**src/rtl/wb_rr_arbiter.sv**
```systemverilog
`default_nettype none
// ============================================================================
// Module   : wb_rr_arbiter
// Brief    : Round-robin Wishbone arbiter, N masters onto one slave, with
//            cyc-burst locking and per-transfer acknowledge timeout.
// Revision : 1.0 - initial release
// ============================================================================
module wb_rr_arbiter #(
    parameter int N_MASTERS = 2,
    parameter int ADDR_W    = 16,
    parameter int DATA_W    = 16,
    parameter int SEL_W     = DATA_W / 8,
    parameter int TIMEOUT   = 15
) (
    input  logic                        clk,
    input  logic                        rst,
    input  logic [N_MASTERS-1:0]        m_cyc_i,
    input  logic [N_MASTERS-1:0]        m_stb_i,
    input  logic [N_MASTERS-1:0]        m_we_i,
    input  logic [N_MASTERS*ADDR_W-1:0] m_adr_i,
    input  logic [N_MASTERS*DATA_W-1:0] m_data_i,
    input  logic [N_MASTERS*SEL_W-1:0]  m_sel_i,
    output logic [DATA_W-1:0]           m_data_o,
    output logic [N_MASTERS-1:0]        m_akn_o,
    output logic [N_MASTERS-1:0]        m_err_o,
    output logic                        s_cyc_o,
    output logic                        s_stb_o,
    output logic                        s_we_o,
    output logic [ADDR_W-1:0]           s_adr_o,
    output logic [DATA_W-1:0]           s_data_o,
    output logic [SEL_W-1:0]            s_sel_o,
    input  logic [DATA_W-1:0]           s_data_i,
    input  logic                        s_akn_i,
    output logic [N_MASTERS-1:0]        grant_o
);

    localparam int                 c_IDX_W    = (N_MASTERS > 1) ? $clog2(N_MASTERS) : 1;
    localparam logic [0:0]         c_IDLE     = 1'b0;
    localparam logic [0:0]         c_BUSY     = 1'b1;
    localparam logic [7:0]         c_TIMEOUT  = 8'(TIMEOUT);
    localparam logic [c_IDX_W-1:0] c_LAST_RST = c_IDX_W'(N_MASTERS - 1);

    logic [0:0]           r_state;
    logic [N_MASTERS-1:0] r_grant;
    logic [c_IDX_W-1:0]   r_last;
    logic [7:0]           r_cnt;
    logic                 r_err;

    logic                 w_gcyc;
    logic                 w_gstb;
    logic                 w_gwe;
    logic [ADDR_W-1:0]    w_adr;
    logic [DATA_W-1:0]    w_data;
    logic [SEL_W-1:0]     w_sel;
    logic                 w_busy;
    logic                 w_arb;
    logic                 w_found;
    logic [c_IDX_W-1:0]   w_win;
    logic [N_MASTERS-1:0] w_grant_nxt;
    logic                 w_hit;

    // One-hot grant makes an AND-OR mux; everything reads 0 while idle.
    always_comb begin
        w_gcyc = 1'b0;
        w_gstb = 1'b0;
        w_gwe  = 1'b0;
        w_adr  = '0;
        w_data = '0;
        w_sel  = '0;
        for (int k = 0; k < N_MASTERS; k++) begin
            if (r_grant[k]) begin
                w_gcyc = w_gcyc | m_cyc_i[k];
                w_gstb = w_gstb | m_stb_i[k];
                w_gwe  = w_gwe  | m_we_i[k];
                w_adr  = w_adr  | m_adr_i[k*ADDR_W +: ADDR_W];
                w_data = w_data | m_data_i[k*DATA_W +: DATA_W];
                w_sel  = w_sel  | m_sel_i[k*SEL_W +: SEL_W];
            end
        end
    end

    assign w_busy  = (r_state == c_BUSY);
    assign w_arb   = !w_busy || !w_gcyc;

    // Winner is the requester at the smallest rotational distance past r_last.
    always_comb begin
        int d;
        int best;
        d           = 0;
        best        = N_MASTERS;
        w_win       = r_last;
        w_grant_nxt = '0;
        for (int k = 0; k < N_MASTERS; k++) begin
            if (m_cyc_i[k]) begin
                d = (k + N_MASTERS - 1 - int'(r_last)) % N_MASTERS;
                if (d < best) begin
                    best           = d;
                    w_win          = c_IDX_W'(k);
                    w_grant_nxt    = '0;
                    w_grant_nxt[k] = 1'b1;
                end
            end
        end
        w_found = (best < N_MASTERS);
    end

    assign s_cyc_o  = w_busy & w_gcyc;
    assign s_stb_o  = s_cyc_o & w_gstb & ~r_err;
    assign s_we_o   = w_busy & w_gwe;
    assign s_adr_o  = w_adr;
    assign s_data_o = w_data;
    assign s_sel_o  = w_sel;
    assign m_data_o = s_data_i;
    assign m_akn_o  = (s_akn_i & s_stb_o) ? r_grant : '0;
    assign m_err_o  = r_err ? r_grant : '0;
    assign grant_o  = r_grant;

    assign w_hit    = ((r_cnt + 8'd1) == c_TIMEOUT);

    always_ff @(posedge clk) begin
        if (!rst) begin
            r_state <= c_IDLE;
            r_grant <= '0;
            r_last  <= c_LAST_RST;
            r_cnt   <= 8'd0;
            r_err   <= 1'b0;
        end else begin
            if (w_arb) begin
                r_state <= w_found ? c_BUSY : c_IDLE;
                r_grant <= w_grant_nxt;
                if (w_found) begin
                    r_last <= w_win;
                end
                r_cnt <= 8'd0;
                r_err <= 1'b0;
            end else if (s_akn_i) begin
                // An ack on the would-be timeout cycle takes priority.
                r_cnt <= 8'd0;
                r_err <= 1'b0;
            end else if (s_stb_o) begin
                if (w_hit) begin
                    r_cnt <= 8'd0;
                    r_err <= 1'b1;
                end else begin
                    r_cnt <= r_cnt + 8'd1;
                    r_err <= 1'b0;
                end
            end else begin
                r_err <= 1'b0;
            end
        end
    end

endmodule
`default_nettype wire

```
**config.mk**
```make
export PLATFORM = sky130hd
export DESIGN_NAME = wb_rr_arbiter
export DESIGN_NICKNAME = d
export VERILOG_FILES = /design/src/rtl/wb_rr_arbiter.sv
export SDC_FILE = /design/constraint.sdc
export NUM_CORES = 1
export LEC_CHECK = 0
export BUFFER_PORTS_ARGS = -buffer_cell sky130_fd_sc_hd__buf_4
export CAP_MARGIN = 25
export CORE_MARGIN = 3
export CORE_UTILIZATION = 32
export DETAILED_ROUTE_END_ITERATION = 7
export PLACE_DENSITY = 0.82
export SYNTH_ARGS = -nofsm -noshare
export SYNTH_HDL_FRONTEND = slang
export SYNTH_SLANG_ARGS = --single-unit
```
**constraint.sdc**
```tcl
create_clock -name clk -period 1.9 [get_ports clk]
set_clock_uncertainty 0.1 [all_clocks]
set_input_delay 0.095 -clock clk [delete_from_list [all_inputs] [get_ports clk]]
set_output_delay 0.095 -clock clk [all_outputs]
set_load 0.01 [all_outputs]
```
==> impl_metrics.tcl, run 1 <==
set metrics [dict create \
    status "completed" \
    synthesis.nets 241 \
    htreeDepth 1 \
    grt_max_degree 40 \
    nNetsFinal 348 \
    ios 152 \
    whs_endpoint "r_last" \
    die_w_um 67.5 \
    n_antenna_cell 0 \
    clkPwrFrac_pct 27.2 \
    yosysSeqAreaShare_pct 21.5 \
    fin_crit_ns 1.79 \
    synth_cells 146 \
    critPathSlowestCell "dfxtp_4" \
    seq_power_share_pct 31.3 \
    area_growth_pct 76.4 \
    drcViolationCount 0 \
    dr.pass1.iters 4 \
    crit_fanout 6 \
    initial_core_util_pct 34.6 \
    cts-root-buf "clkbuf_8" \
    numPortBuffers 119 \
    required_ns 1.91 \
    first_iter_violations 55 \
    rr_startpoint "r_cnt[0]" \
    numCtsBuffers 3 \
    die_y_um 67.5 \
    placed_cell_area_um2 2040 \
    routed_wl_um 4870 \
    grtUsageMet2_pct 29.1 \
    syn_area_um2 1210 \
    swShare_pct 28.2 \
    dp.cells 291 \
    hold_start "m_cyc_i[0]" \
    p_leak_nw 1.06 \
    antenna_found_initial 0 \
    preCtsSetupSlack_ns -0.0300 \
    cts_tree "built" \
    min_path_cells 3 \
    die_area_um2 4550 \
    crit_chain "ha_2 -> and2_4 -> o21ai_2 -> nand3_1 -> a2111oi_4 -> buf_4 -> a2111oi_1" \
    max_slew_margin_pct 72.8 \
    max_stage_delay_ns 0.36 \
    period_share_pct 94.2 \
    yosysWarningCount 0 \
    slew_viol_final 0 \
    clk_latency_ns 0.24 \
    yosys.area.top_type_share_pct 25.4 \
    tns_ns 0 \
    powerDensity_nw_per_um2 424 \
    use_met3_pct 11.3 \
    dr_total_vias 1540 \
    synth_top_area_cell "a22o_1" \
    min_path_type "primary input to register" \
    final_cell_area_um2 2130 \
    routed_via_density 5.17 \
    ys_types 41 \
    end_kind "register" \
    ctsLongestPathBuffers 2 \
    wire_per_inst_um 16.3 \
    hold_violations 0 \
    fmax_mhz 559 \
    r2r_cells 7 \
    cap_viol_max_count 0 \
    place_congestion 0.890 \
    r2r_slack_ns 0.11 \
    fin_cells 298 \
    start_kind "register" \
    core_um2 3490 \
    dpl.hpwl_um 3980 \
    clock-sinks 13 \
    worstReg2RegEnd "r_cnt[1]" \
    synthesis.area_per_instance_um2 8.28 \
    synth_area_leaders "a22o_1 (25%), dfxtp_1 (22%), buf_4 (9.9%)" \
    grt_pass1_wl_um 6320 \
    grt_overflow 0 \
    crit_arrival_ns 1.80 \
    switching_power_mw 0.255 \
    grt_pass1_vias 1300 \
    clkSlewWorstSetupHoldPaths_ns 0.05 \
    grt_use_met1_pct 22.1 \
    antenna_left 0 \
    worstMarginPinSlew_ns 0.407 \
    drive_above_1_share_pct 55.2 \
    ys_ff_latch 13 \
    intPower_mw 0.649 \
    globalRouteTotalUtil_pct 18.5 \
    num_rows 21 \
    setup_violations 0 \
    setup_slack_ns 0.110 \
    critPathKind "register to register" \
    vdd_drop_max_mv 0.425 \
    top_usage_layer "met2" \
    p_comb_share_pct 41.5 \
    finish.utilization_pct 61.0 \
]
[layout make-up]
class / instances / area, µm²
Tap cell: 46 / 57.6
Inverter: 5 / 18.8
Timing Repair Buffer: 126 / 951
Clock buffer: 3 / 41.3
Multi-Input combinational cell: 104 / 793
Fill cell: 332 / 1360
Sequential cell: 13 / 265
Clock inverter: 1 / 5.00
[synthesized netlist by cell type (all sizes together)]
| library cell | instances |
|---|---|
| a22oi | 2 |
| o21a | 1 |
| xnor2 | 2 |
| inv | 5 |
| a2111oi | 2 |
| or3b | 1 |
| nand2 | 8 |
| a311oi | 1 |
| xor2 | 5 |
| nand2b | 1 |
| nand3b | 1 |
| a22o | 35 |
| o2111ai | 3 |
| nor2 | 7 |
| nor2b | 2 |
| and3 | 3 |
| nor3b | 1 |
| a21boi | 2 |
| nor3 | 3 |
| a31oi | 1 |
| a21o | 1 |
| or3 | 1 |
| buf | 17 |
| and2 | 4 |
| or2 | 1 |
| nand3 | 6 |
| o21ai | 4 |
| clkbuf | 7 |
| o211a | 1 |
| dfxtp | 13 |
| nand4 | 1 |
| o211ai | 1 |
| a21oi | 1 |
| ha | 2 |
[worst max-delay path, delay by kind of cell (launching register included)]
kind / cells / cell delay [ns]
buf+inv: 1 / 0.19
flops: 1 / 0.36
fa+ha+maj: 1 / 0.20
simple gates: 2 / 0.29
compound gates: 3 / 0.51
[worst max path at each step]
| stage | start | to | slack, ns | depth (start not counted) |
|---|---|---|---|---|
| 3_3_place_gp | r_cnt[0] | r_cnt[1] | 0.08 | 6 |
| 3_5_place_dp | r_cnt[0] | r_cnt[2] | -0.03 | 6 |
| 6_report | r_cnt[0] | r_cnt[1] | 0.11 | 7 |
| 5_1_grt | r_cnt[2] | r_cnt[1] | -0.02 | 6 |
| 4_1_cts | r_cnt[0] | r_cnt[2] | 0.02 | 6 |
| 2_1_floorplan | r_cnt[0] | r_cnt[1] | 0.15 | 6 |
[cell usage in the layout, fill, tap and decap left out, types with 2 or more instances in the layout]
cell,synthesis,final
buf_4,16,124
a22o_1,35,35
dfxtp_1,13,11
nand2_1,7,7
nand3_1,6,6
nor2_1,6,6
xor2_1,5,5
inv_1,4,4
and2_1,4,3
and3_1,3,3
o2111ai_1,3,3
clkbuf_8,0,3
a22oi_1,2,2
nor2b_1,2,2
o21ai_2,1,2
xnor2_1,2,2
nor3_1,3,2
a21boi_0,2,2
o21ai_0,2,2
dlygate4sd3_1,0,2
[cell families (layout without fill, tap and decap cells)]
logic type / Yosys count / count (layout) / synth area share (%)
XOR/XNOR: 7 / 7 / 5.07
adder cells (fa/ha/maj): 2 / 2 / 2.07
buffers and inverters: 29 / 135 / 14.0
AND/OR/NAND/NOR: 40 / 40 / 17.9
flip-flops: 13 / 13 / 21.5
AO/OA/AOI/OAI: 55 / 55 / 39.4
[registers in the layout, indices dropped and copies added, names as in the netlist]
signal   count
grant_o      2
r_cnt        8
r_last       1
r_state      1
r_err        1
[timing repair]
item                       4_1_cts  5_1_grt
hold buffers                     2        0
hold endpoints to repair         1        0
pin swaps                        1        2
buffers inserted                 0        1
resized for setup                0        7
setup endpoints to repair        5        5
[per-layer routing]
layer | part of all wire [%] | wire length, µm
met3 | 16 | 790
met1 | 36 | 1770
met2 | 47 | 2290
met4 | 0.23 | 11
met5 | 0 | 0
[per-stage QoR]
stage	power [mW]	hold slack, ns
6_report	0.904	0.0660
5_1_grt	0.953	0.0736
4_1_cts	0.912	0.0613
3_5_place_dp	0.662	0.0901
3_3_place_gp	0.659	0.0901
2_1_floorplan	0.459	0.105
[power by group through the flow]
stage / sequential [mW] / clock, mW / combinational (mW)
floorplan: 0.291 / 0 / 0.168
global placement: 0.290 / 0 / 0.369
detailed placement: 0.290 / 0 / 0.372
CTS: 0.284 / 0.251 / 0.377
global route: 0.283 / 0.269 / 0.401
finish: 0.283 / 0.246 / 0.375
No activity file was read; power rests on OpenSTA's default activity.
==> inputs of run 2 (changes only) <==
GPL_TIMING_DRIVEN = 0   (was unset)
==> run 2 against run 1 <==
  * Clock power is 3% higher
  * Non-clock buffer count increased by 35
  * Sequential power about the same
  * Die area unchanged
  * Largest power group unchanged
==> impl_metrics.tcl, run 2 (synthesis results as in run 1) <==
set metrics [dict create \
    status "completed" \
    largest_reg_flops 8 \
    clkSlewWorstSetupHoldPaths_ns 0.06 \
    cpLargestDelayFamily "compound AO/OA/AOI/OAI gates" \
    num_rows 21 \
    critPathKind "register to register" \
    seq_power_share_pct 29.2 \
    max_slew_margin_pct 70.0 \
    n_antenna_cell 0 \
    initial_core_util_pct 34.6 \
    cap_viol_max_count 0 \
    layout_commonest_cell "buf_4" \
    required_ns 1.99 \
    grt_overflow 0 \
    end_kind "register" \
    clkPwrFrac_pct 25.9 \
    fin_cells 333 \
    drive_above_1_share_pct 59.6 \
    period_share_pct 96.5 \
    max_stage_delay_ns 0.53 \
    core_um2 3490 \
    crit_chain "ha_4 -> and2_4 -> o21ai_1 -> nand3_1 -> a2111oi_4 -> and2_1" \
    grt_pass1_wl_um 6980 \
    dr.pass1.iters 4 \
    routed_via_density 4.93 \
    cts-root-buf "clkbuf_8" \
    crit_arrival_ns 1.93 \
    min_path_type "primary input to register" \
    cts_tree "built" \
    dr_total_vias 1643 \
    area_growth_pct 96.8 \
    clk_latency_ns 0.25 \
    hold_violations 0 \
    wire_per_inst_um 15.9 \
    htreeDepth 1 \
    crit_fanout 6 \
    seq_area_um2 265 \
    cp_num_buf_inv 0 \
    fillers 320 \
    whs_ns 0.0629 \
    numPortBuffers 135 \
    critPathSlowestCell "a2111oi_4" \
    vdd_drop_max_mv 0.364 \
    numCtsBuffers 3 \
    setup_violations 0 \
    final_cell_area_um2 2380 \
    grt_max_degree 11 \
    r2r_slack_ns 0.07 \
    swShare_pct 29.1 \
    worstMarginPinSlew_ns 0.450 \
    dpl.hpwl_um 4430 \
    ctsLongestPathBuffers 2 \
    clock-sinks 13 \
    p_comb_share_pct 44.9 \
    multi_input_area_um2 800 \
    p_leak_nw 1.22 \
    fmax_mhz 545 \
    tns_ns 0 \
    rsz0062_at_grt "false" \
    place_congestion 0.872 \
    dp.cells 327 \
    globalRouteTotalUtil_pct 20.4 \
    drcViolationCount 0 \
    powerDensity_nw_per_um2 410 \
    nNetsFinal 383 \
    grt_pass1_vias 1457 \
    switching_power_mw 0.284 \
    first_iter_violations 49 \
    ios 152 \
    die_y_um 67.5 \
    placed_cell_area_um2 2280 \
    slew_viol_final 0 \
    die_area_um2 4550 \
    die_w_um 67.5 \
    fin_crit_ns 1.83 \
    intPower_mw 0.692 \
    antenna_found_initial 0 \
    start_kind "register" \
    final_cell_mix "buf_4 (151), a22o_1 (35), dfxtp_1 (11)" \
    top_register "r_cnt" \
    routed_wl_um 5300 \
    antenna_left 0 \
]
-- run 2: cell types whose count changed in the layout (fill, tap and decap cells not counted), sizes merged --
cell    previous run  this run
clkbuf             3        11
buf              124       151
-- run 2: layer usage --
layer  track usage [%]  share of wire, %  vias up
met5                 0                 0        -
met4              3.80              0.64        0
met3              11.0                15        5
met2              33.3                48       85
met1              23.7                37      729
li1                  -                 -      824
-- run 2: worst paths after layout --
kind,startpoint,to,depth (start not counted)
worst max register to register,r_cnt[0],r_err,6
worst min-delay path,m_cyc_i[0],r_last,3
worst min register to register,r_last,r_last,1
worst max-delay path,r_cnt[0],r_err,6
-- run 2: tightest hold or removal path: stages --
cell,delay (ns)
buf_4,0.14
nand2_1,0.05
a21o_1,0.10
-- run 2: through the flow --
stage	worst slack, ns	util, %	total power, mW
floorplan	0.150	-	0.459
global placement	-0.0285	65.2	0.722
detailed placement	-0.0607	65.2	0.724
CTS	0.0394	67.3	0.981
global route	0.0178	68.1	1.02
finish	0.0665	68.1	0.976
-- run 2: area by class of cell --
type / count / share of cell area, %
Timing Repair Buffer: 137 / 43.5
Tap cell: 46 / 2.42
Buffer: 24 / 6.63
Multi-Input combinational cell: 104 / 33.6
Clock buffer: 3 / 1.74
Inverter: 5 / 0.789
Clock inverter: 1 / 0.210
Sequential cell: 13 / 11.2
-- run 2: timing repair --
action	CTS	global route
setup buffers	0	0
endpoints found under the setup margin	28	26
gates resized for setup	3	13
endpoints found under the hold margin	1	0
pin swaps	1	6
hold buffers	2	0
-- run 2: power by group through the flow --
stage	registers [mW]	logic (mW)	clock network (mW)
6_report	0.285	0.439	0.253
2_1_floorplan	0.291	0.168	0
4_1_cts	0.286	0.439	0.256
3_3_place_gp	0.291	0.430	0
3_5_place_dp	0.292	0.432	0
5_1_grt	0.286	0.469	0.269
